===== src/rtl/i2c_reg_bank_pkg.sv =====
// i2c_reg_bank_pkg: register map, control/status bit positions and commit state encoding.
package i2c_reg_bank_pkg;
    localparam logic [7:0] REG_KP_L   = 8'h40;
    localparam logic [7:0] REG_KP_H   = 8'h41;
    localparam logic [7:0] REG_KI_L   = 8'h42;
    localparam logic [7:0] REG_KI_H   = 8'h43;
    localparam logic [7:0] REG_KD_L   = 8'h44;
    localparam logic [7:0] REG_KD_H   = 8'h45;
    localparam logic [7:0] REG_SP_L   = 8'h46;
    localparam logic [7:0] REG_SP_H   = 8'h47;
    localparam logic [7:0] REG_CTRL   = 8'h48;
    localparam logic [7:0] REG_STATUS = 8'h49;
    localparam logic [7:0] REG_SPD_L  = 8'h4A;
    localparam logic [7:0] REG_SPD_H  = 8'h4B;
    localparam logic [7:0] REG_SCR0   = 8'h4C;
    localparam logic [7:0] REG_LOCK   = 8'h53;
    localparam int CTRL_EN     = 0;
    localparam int CTRL_DIR    = 1;
    localparam int CTRL_COMMIT = 2;
    localparam int ST_PENDING = 0;
    localparam int ST_FAULT   = 1;
    localparam int ST_BUSY    = 2;
    localparam int ST_EN      = 3;
    localparam logic [7:0] LOCK_KEY = 8'hA5;
    localparam logic [0:0] IDLE    = 1'b0;
    localparam logic [0:0] PENDING = 1'b1;
endpackage


===== src/rtl/i2c_reg_bank_if.sv =====
// i2c_reg_bank_if: byte-level register access bus between the I2C slave and the register bank.
interface i2c_reg_bank_if;
    logic       wr_in;
    logic       rd_in;
    logic       busy_in;
    logic [7:0] idx;
    logic [7:0] wdata;
    logic [7:0] rdata;
    modport master (output wr_in, rd_in, busy_in, idx, wdata, input rdata);
    modport slave  (input wr_in, rd_in, busy_in, idx, wdata, output rdata);
endinterface


===== src/rtl/i2c_reg_bank_edge.sv =====
// reg_bank_edge: rising-edge detector so a level request acts exactly once.
module reg_bank_edge (
    input  logic clk,
    input  logic rst,
    input  logic d,
    output logic rise
);
    logic q;
    always_ff @(posedge clk) q <= rst ? 1'b0 : d;
    assign rise = d & ~q;
endmodule


===== src/rtl/i2c_reg_bank.sv =====
// i2c_reg_bank: I2C register file with shadow/active PID gains committed at a PID loop boundary.
// Define REG_BANK_WPROT_EN to make 0x53 a lock register guarding gain writes and commits.
module i2c_reg_bank
    import i2c_reg_bank_pkg::*;
#(
    parameter logic [7:0]  ADDR_BASE = 8'h40,
    parameter logic [7:0]  ADDR_LAST = 8'h53,
    parameter logic [15:0] KP_RST    = 16'h0100
) (
    input  logic          clk,
    input  logic          rst,
    i2c_reg_bank_if.slave bus,
    input  logic [15:0]   speed_meas,
    input  logic          fault_in,
    input  logic          pid_sync,
    output logic [15:0]   kp,
    output logic [15:0]   ki,
    output logic [15:0]   kd,
    output logic [15:0]   setpoint,
    output logic          motor_en,
    output logic          motor_dir,
    output logic          params_updated,
    output logic          err_addr
);
    logic [7:0] idx, wdata, mux, status, snap_hi;
    logic [7:0] sh [8];
    logic [7:0] scr [8];
    logic [0:0] state;
    logic wr_e, rd_e, in_rng, gain_wr, ctrl_wr, commit_wr, locked, fault_sticky;

    assign idx   = bus.idx;
    assign wdata = bus.wdata;

    reg_bank_edge u_wr_edge (.clk(clk), .rst(rst), .d(bus.wr_in), .rise(wr_e));
    reg_bank_edge u_rd_edge (.clk(clk), .rst(rst), .d(bus.rd_in), .rise(rd_e));

    assign in_rng    = idx >= ADDR_BASE && idx <= ADDR_LAST;
    assign gain_wr   = wr_e && idx >= REG_KP_L && idx <= REG_SP_H;
    assign ctrl_wr   = wr_e && idx == REG_CTRL;
    assign commit_wr = ctrl_wr && wdata[CTRL_COMMIT] && !locked;

`ifdef REG_BANK_WPROT_EN
    always_ff @(posedge clk)
        locked <= rst ? 1'b1 : (wr_e && idx == REG_LOCK) ? (wdata != LOCK_KEY) : locked;
`else
    assign locked = 1'b0;
`endif

    always_comb begin
        status             = '0;
        status[ST_PENDING] = state == PENDING;
        status[ST_FAULT]   = fault_sticky;
        status[ST_BUSY]    = bus.busy_in;
        status[ST_EN]      = motor_en;
        mux                = 8'h00;
        if (idx >= REG_KP_L && idx <= REG_SP_H) mux = sh[idx[2:0]];
        else if (idx == REG_CTRL) mux = {6'b0, motor_dir, motor_en};
        else if (idx == REG_STATUS) mux = status;
        else if (idx == REG_SPD_L) mux = speed_meas[7:0];
        else if (idx == REG_SPD_H) mux = snap_hi;
        else if (idx >= REG_SCR0 && idx <= REG_LOCK) mux = scr[idx[2:0] + 3'd4];
`ifdef REG_BANK_WPROT_EN
        if (idx == REG_LOCK) mux = {7'b0, ~locked};
`endif
    end

    // The low speed byte is served live, so only the high byte needs a snapshot.
    always_ff @(posedge clk) begin
        if (rst) begin
            for (int i = 0; i < 8; i++) begin
                sh[i]  <= '0;
                scr[i] <= '0;
            end
            sh[0]          <= KP_RST[7:0];
            sh[1]          <= KP_RST[15:8];
            kp             <= KP_RST;
            ki             <= '0;
            kd             <= '0;
            setpoint       <= '0;
            motor_en       <= 1'b0;
            motor_dir      <= 1'b0;
            state          <= IDLE;
            fault_sticky   <= 1'b0;
            snap_hi        <= '0;
            bus.rdata      <= '0;
            params_updated <= 1'b0;
            err_addr       <= 1'b0;
        end else begin
            bus.rdata      <= mux;
            err_addr       <= ((wr_e || rd_e) && !in_rng) ||
                              (locked && (gain_wr || (ctrl_wr && wdata[CTRL_COMMIT])));
            params_updated <= state == PENDING && pid_sync;
            if (state == PENDING && pid_sync) begin
                kp       <= {sh[1], sh[0]};
                ki       <= {sh[3], sh[2]};
                kd       <= {sh[5], sh[4]};
                setpoint <= {sh[7], sh[6]};
            end
            state <= commit_wr ? PENDING : pid_sync ? IDLE : state;
            if (gain_wr && !locked) sh[idx[2:0]] <= wdata;
            if (wr_e && idx >= REG_SCR0 && idx <= REG_LOCK) scr[idx[2:0] + 3'd4] <= wdata;
            if (ctrl_wr) motor_dir <= wdata[CTRL_DIR];
            motor_en     <= !fault_in && (ctrl_wr ? wdata[CTRL_EN] : motor_en);
            fault_sticky <= fault_in || (fault_sticky && !(rd_e && idx == REG_STATUS));
            if (rd_e && idx == REG_SPD_L) snap_hi <= speed_meas[15:8];
        end
    end
endmodule


===== src/flat_wrapper.sv =====
// flat-port wrapper written by rule: the top's interface ports become plain ports
module i2c_reg_bank_flat import i2c_reg_bank_pkg::*;
#(
    parameter logic [7:0]  ADDR_BASE = 8'h40,
    parameter logic [7:0]  ADDR_LAST = 8'h53,
    parameter logic [15:0] KP_RST    = 16'h0100
)
  (clk, rst, speed_meas, fault_in, pid_sync, kp, ki, kd, setpoint, motor_en, motor_dir, params_updated, err_addr, bus_wr_in, bus_rd_in, bus_busy_in, bus_idx, bus_wdata, bus_rdata);
  i2c_reg_bank_if bus_i ();
  input  logic clk;
  input  logic rst;
  input  logic [15:0] speed_meas;
  input  logic fault_in;
  input  logic pid_sync;
  output logic [15:0] kp;
  output logic [15:0] ki;
  output logic [15:0] kd;
  output logic [15:0] setpoint;
  output logic motor_en;
  output logic motor_dir;
  output logic params_updated;
  output logic err_addr;
  input wire logic [$bits(bus_i.wr_in)-1:0] bus_wr_in;
  input wire logic [$bits(bus_i.rd_in)-1:0] bus_rd_in;
  input wire logic [$bits(bus_i.busy_in)-1:0] bus_busy_in;
  input wire logic [$bits(bus_i.idx)-1:0] bus_idx;
  input wire logic [$bits(bus_i.wdata)-1:0] bus_wdata;
  output wire logic [$bits(bus_i.rdata)-1:0] bus_rdata;
  assign bus_i.wr_in = bus_wr_in;
  assign bus_i.rd_in = bus_rd_in;
  assign bus_i.busy_in = bus_busy_in;
  assign bus_i.idx = bus_idx;
  assign bus_i.wdata = bus_wdata;
  assign bus_rdata = bus_i.rdata;
  i2c_reg_bank #(.ADDR_BASE(ADDR_BASE), .ADDR_LAST(ADDR_LAST), .KP_RST(KP_RST)) u_core (.clk(clk), .rst(rst), .bus(bus_i), .speed_meas(speed_meas), .fault_in(fault_in), .pid_sync(pid_sync), .kp(kp), .ki(ki), .kd(kd), .setpoint(setpoint), .motor_en(motor_en), .motor_dir(motor_dir), .params_updated(params_updated), .err_addr(err_addr));
endmodule

===== config.mk =====
export PLATFORM = sky130hd
export DESIGN_NAME = i2c_reg_bank_flat
export DESIGN_NICKNAME = d
export VERILOG_FILES = /design/src/rtl/i2c_reg_bank_pkg.sv /design/src/rtl/i2c_reg_bank_if.sv /design/src/rtl/i2c_reg_bank_edge.sv /design/src/rtl/i2c_reg_bank.sv /design/src/flat_wrapper.sv
export SDC_FILE = /design/constraint.sdc
export NUM_CORES = 1
export LEC_CHECK = 0
export ABC_AREA = 1
export CAP_MARGIN = 20
export CORE_ASPECT_RATIO = 0.8
export CORE_MARGIN = 4
export CORE_UTILIZATION = 59
export DETAILED_ROUTE_END_ITERATION = 10
export PLACE_DENSITY = 0.95
export REMOVE_ABC_BUFFERS = 1
export SLEW_MARGIN = 20
export SYNTH_ARGS = -nofsm -noshare
export SYNTH_HDL_FRONTEND = slang
export SYNTH_HIERARCHICAL = 1
export SYNTH_SLANG_ARGS = --single-unit

===== constraint.sdc =====
create_clock -name clk -period 3.2 [get_ports clk]
set_clock_uncertainty 0.1 [all_clocks]
set_input_delay 0.48 -clock clk [delete_from_list [all_inputs] [get_ports clk]]
set_output_delay 0.48 -clock clk [all_outputs]
set_load 0.01 [all_outputs]

==> results.json, run 1 <==
{
  "rr_endpoint": "u_core/scr[3][3]",
  "vdd_drop_max_uv": 316,
  "root_buffer": "clkbuf_16",
  "pin_count": 115,
  "worstMarginPinSlew_ns": 0.908,
  "num_rows": 39,
  "port_buffers": 114,
  "post_cts_buffers": 0,
  "clock_sinks": 216,
  "die_height_um": 118,
  "finalPower_uw": 5640,
  "synthesis.area_mm2": 0.00888,
  "fmax_mhz": 364,
  "die-area_mm2": 0.0171,
  "avgSynthCellArea_um2": 9.19,
  "drc": 0,
  "clk_latency_ns": 0.50,
  "grt_max_degree": 67,
  "nFillCells": 937,
  "powerDensity_mw_per_mm2": 521,
  "htreeDepth": 1,
  "ys_ff_latch": 216,
  "grt_setup_unrepaired": "false",
  "p_leak_uw": 0.00417,
  "final.setup.tns_ns": 0,
  "cp_max_fo": 9,
  "postRouteAntennaNets": 0,
  "multi_input_area_mm2": 0.00291,
  "holdPathEnd": "u_core/setpoint[1]",
  "detailed_place_hpwl_mm": 16.7,
  "status": "finished clean",
  "yosysSeqAreaShare": 0.631,
  "setup_viol": 0,
  "postCtsResizedCells": 0,
  "whs_path_depth": 2,
  "ff_latch_area_mm2": 0.00561,
  "vias_per_cell": 6.16,
  "min_from": "u_core/setpoint[1]",
  "nets": 1110,
  "die_w_um": 145,
  "postLayoutCoreUtil": 0.746,
  "overflow": 0,
  "globalplace.congestion": 1.01,
  "cts_hold_buf": 0,
  "ys_types": 27,
  "endpoint_kind": "flip-flop",
  "diodes": 0,
  "first_global_vias": 7322,
  "syn2layout_area_growth_pct": 21.8,
  "slew_headroom": 0.394,
  "hp-class": "flip-flop to flip-flop",
  "initial_core_util": 0.613,
  "worstSetupPathType": "input port to flip-flop",
  "yosysWarnings": 6,
  "finalWirelength_mm": 25.1,
  "wire_per_inst_um": 19.8,
  "r2r_start": "u_core/u_wr_edge/q",
  "regToRegSetupSlack_ns": 0.94,
  "fin_crit_sh": 0.858,
  "tritoncts": "yes",
  "drive_gt1_frac": 0.0673,
  "crit_required_ns": 3.25,
  "clock_path_buffers": 3,
  "gr-usage-all-layers": 0.283,
  "worstPathArrival_ns": 2.80,
  "core_mm2": 0.0145,
  "drv_cap": 0,
  "first_iter_violations": 1402,
  "synth_cells": 967,
  "cp-start-kind": "input port",
  "clk_pin_slew_ns": 0.06,
  "min_period_ns": 2.75,
  "num_vias": 7815,
  "reg2reg_depth": 6,
  "grt_antenna_before_repair": 0,
  "finalHoldViolCount": 0,
  "finalMaxSlewViolations": 0,
  "cts_made_buffers": 20,
  "drt-pass1-iter-count": 6,
  "grt_pass1_wl_mm": 39.0
}
==> critical path: stages <==
cell	delay (ns)
clkdlybuf4s50_1	0.43
nor2_1	0.39
nand2_1	0.27
nor2_4	0.23
inv_2	0.08
nor3_4	0.11
buf_4	0.23
nand3_2	0.20
nand2_1	0.36
==> state kept, by name, summed over array words and instances (netlist names), 8 cells and up <==
| signal | flops |
|---|---|
| u_core/scr | 64 |
| u_core/sh | 64 |
| u_core/kd | 16 |
| u_core/ki | 16 |
| u_core/kp | 16 |
| u_core/setpoint | 16 |
| u_core/bus.rdata | 8 |
| u_core/snap_hi | 8 |
==> per-stage QoR <==
stage	instance area, um^2	std cells	hold slack [ns]	worst slack (ns)
final	10800	1269	0.383	0.454
after global routing	10800	1269	0.400	0.374
after CTS	10800	1269	0.385	0.574
after detailed placement	10200	1233	0.371	0.130
after global placement	10200	1233	0.361	0.290
after floorplan	8680	914	0.344	0.398
==> where the power goes <==
part           internal, uW  total, uW  switching, uW
Combinational           119        384            265
Clock                  1260       2240            977
Sequential             2990       3010           25.1
==> how the worst max path moves through the flow <==
| stage | start | to | slack (ns) | depth (start not counted) |
|---|---|---|---|---|
| floorplan | pid_sync | u_core/ki[15] | 0.40 | 4 |
| global placement | bus_idx[5] | u_core/sh[5][0] | 0.29 | 9 |
| detailed placement | bus_idx[5] | u_core/sh[4][7] | 0.13 | 9 |
| CTS | bus_idx[5] | u_core/sh[4][3] | 0.57 | 9 |
| global route | bus_idx[5] | u_core/sh[4][1] | 0.37 | 9 |
| finish | bus_idx[5] | u_core/sh[4][1] | 0.45 | 9 |
==> synth_stat cells <==
| cell | count | share of area |
|---|---|---|
| nand3_2 | 6 | 0.0068 |
| nand3_1 | 36 | 0.020 |
| o21ai_0 | 109 | 0.061 |
| buf_2 | 3 | 0.0017 |
| o22ai_1 | 1 | 0.00070 |
| nor4_4 | 1 | 0.0024 |
| edfxtp_1 | 128 | 0.43 |
| o211ai_1 | 11 | 0.0093 |
| a221oi_1 | 7 | 0.0069 |
| a21oi_1 | 19 | 0.011 |
| inv_2 | 2 | 0.00085 |
| clkbuf_1 | 42 | 0.018 |
| buf_1 | 8 | 0.0034 |
| nor2_4 | 1 | 0.0013 |
| nor2_1 | 306 | 0.13 |
| or2_2 | 3 | 0.0021 |
| nand4_1 | 7 | 0.0049 |
| o221ai_1 | 6 | 0.0059 |
| nand2_2 | 10 | 0.0070 |
| a31oi_1 | 1 | 0.00070 |
| nor3_1 | 5 | 0.0028 |
| nor3_4 | 1 | 0.0018 |
| inv_1 | 41 | 0.017 |
| dfxtp_1 | 88 | 0.20 |
| nand2_1 | 122 | 0.052 |
| a22oi_1 | 2 | 0.0017 |
| clkinv_1 | 1 | 0.00042 |
==> layout by cell type, fill, tap and decap left out, types with 2 or more instances in the layout <==
master / instances
nor2_1: 306
edfxtp_1: 128
nand2_1: 122
clkdlybuf4s50_1: 114
o21ai_0: 109
dfxtp_1: 88
inv_1: 39
nand3_1: 36
clkbuf_16: 21
buf_4: 21
a21oi_1: 19
o211ai_1: 11
nand2_2: 10
clkbuf_1: 9
nand4_1: 7
a221oi_1: 7
nand3_2: 6
o221ai_1: 6
nor3_1: 5
inv_2: 4
or2_2: 3
clkbuf_8: 2
clkinv_1: 2
a22oi_1: 2
==> metal layers <==
layer  share of wire  GRT usage  vias to the layer above
met4           0.052      0.114                        0
met1            0.35      0.355                     3550
met2            0.47      0.477                      686
met3            0.13     0.0689                      143
met5               0          0                        -
li1                -          -                     3436
==> cell families after synthesis <==
logic type | Yosys count | synth area share
AOI/OAI and AO/OA | 156 | 0.0973
buffers and inverters | 97 | 0.0414
DFF | 216 | 0.631
and+or+nand+nor | 498 | 0.230
==> final cells by class <==
class                           count  share of cell area
Timing Repair Buffer              135               0.120
Inverter                           44              0.0153
Sequential cell                   216               0.518
Multi-Input combinational cell    654               0.269
Clock buffer                       33              0.0547
Clock inverter                      3             0.00139
Tap cell                          184              0.0213
Power figures use the tool's default switching activity.
==> run 2: changes to the inputs <==
Settings changed: CTS_CLUSTER_DIAMETER set to 30, SETUP_SLACK_MARGIN set to 0.5.
==> run 2 against run 1 <==
The flow now finishes with violations (DRC). Design area increased by 3.1%. Die area unchanged. Highest routed layer unchanged. First-iteration DRC count rose by 12%. Routed wire length is 7.6% higher. Global-route usage rose by 2.6 points.
==> results.json, run 2 (synthesis results as in run 1) <==
{
  "vdd_drop_max_uv": 525,
  "finalHoldViolCount": 0,
  "endpoint_kind": "flip-flop",
  "initial_core_util": 0.613,
  "first_iter_violations": 1570,
  "fmax_mhz": 378,
  "postLayoutCoreUtil": 0.770,
  "violations": "DRC",
  "regToRegSetupSlack_ns": 0.77,
  "largestRegisters": "u_core/scr: 64 flops, u_core/sh: 64 flops",
  "holdWs_ns": 0.380,
  "ff_latch_area_mm2": 0.00561,
  "num_vias": 8012,
  "die-area_mm2": 0.0171,
  "clock_path_buffers": 3,
  "clock_sinks": 216,
  "pin_count": 115,
  "post_cts_buffers": 0,
  "globalplace.congestion": 1.01,
  "grt_pass1_wl_mm": 42.0,
  "fin_crit_sh": 0.826,
  "layout_common_cells": "nor2_1, edfxtp_1, clkdlybuf4s50_1, nand2_1, o21ai_0",
  "final.setup.tns_ns": 0,
  "tritoncts": "yes",
  "nFillCells": 840,
  "drive_gt1_frac": 0.0964,
  "worstPathArrival_ns": 2.73,
  "crit_required_ns": 3.29,
  "drt-pass1-iter-count": 11,
  "wire_per_inst_um": 21.1,
  "drc": 40,
  "core_mm2": 0.0145,
  "finalPower_uw": 6450,
  "multi_input_area_mm2": 0.00293,
  "diodes": 0,
  "postRouteAntennaNets": 0,
  "slew_headroom": 0.405,
  "nets": 1118,
  "cp-start-kind": "input port",
  "finalWirelength_mm": 27.0,
  "clk_latency_ns": 0.54,
  "cts_made_buffers": 28,
  "min_period_ns": 2.64,
  "instances_no_fill": 1284,
  "finalMaxSlewViolations": 0,
  "detailed_place_hpwl_mm": 16.7,
  "mostFrequentLayoutCell": "nor2_1",
  "drv_cap": 0,
  "powerDensity_mw_per_mm2": 578,
  "port_buffers": 114,
  "root_buffer": "clkbuf_16",
  "cts_hold_buf": 0,
  "syn2layout_area_growth_pct": 25.5,
  "worstSetupPathType": "input port to flip-flop",
  "first_global_vias": 7803,
  "num_rows": 39,
  "p_leak_uw": 0.00433,
  "cp_max_fo": 9,
  "status": "complete, but fails checks",
  "hp-class": "flip-flop to flip-flop",
  "htreeDepth": 1,
  "overflow": 0,
  "grt_max_degree": 67,
  "dp.cells": 1233,
  "worstMarginPinSlew_ns": 0.892,
  "vias_per_cell": 6.24,
  "grt_antenna_before_repair": 0,
  "die_w_um": 145,
  "clk_pin_slew_ns": 0.06,
  "setup_viol": 0,
  "die_height_um": 118,
  "grt_setup_unrepaired": "true",
  "gr-usage-all-layers": 0.309
}
run 2: metal layers:
metal / routed length [um] / vias up / global-route usage
li1: - / 3458 / -
met1: 9070 / 3570 / 0.368
met2: 12300 / 757 / 0.502
met3: 3670 / 227 / 0.0943
met4: 1960 / 0 / 0.176
met5: 0 / - / 0
run 2: power breakdown:
part           total [uW]  switching, uW  internal, uW
combinational         396            276           120
sequential           3020           27.0          2990
clock                3040           1240          1800
total                6450           1540          4910
run 2: layout make-up:
cell class / instances / share of cell area
Sequential cell: 216 / 0.503
Multi-Input combinational cell: 654 / 0.263
Timing Repair Buffer: 135 / 0.116
Clock buffer: 29 / 0.0632
Tap cell: 184 / 0.0206
Clock inverter: 22 / 0.0194
Inverter: 44 / 0.0148
run 2: through the flow:
stage                     instance area [um^2]  setup WS (ns)
after floorplan                           8680          0.398
after global placement                   10200          0.290
after detailed placement                 10200          0.130
after CTS                                11100          0.539
after global routing                     11200          0.460
final                                    11200          0.557
run 2: timing repair:
action,CTS,global route
gates resized for setup,0,9
endpoints found under the setup margin,0,100
hold endpoints to repair,0,0
run 2: worst max-delay path, stage by stage:
cell	delay (ns)
clkdlybuf4s50_1	0.58
nor2_1	0.25
nand2_1	0.10
nand2_1	0.10
nand2_1	0.14
nor4_4	0.30
buf_4	0.28
nand2_2	0.17
nand2_1	0.32
run 2: path summary, 6_finish.rpt:
check | to | startpoint | depth (start not counted)
worst max-delay path | u_core/scr[4][2] | bus_idx[2] | 9
worst min-delay path | u_core/kp[2] | u_core/kp[2] | 2
worst min register to register | u_core/kp[2] | u_core/kp[2] | 2
worst max register to register | u_core/scr[4][2] | u_core/u_wr_edge/q | 6
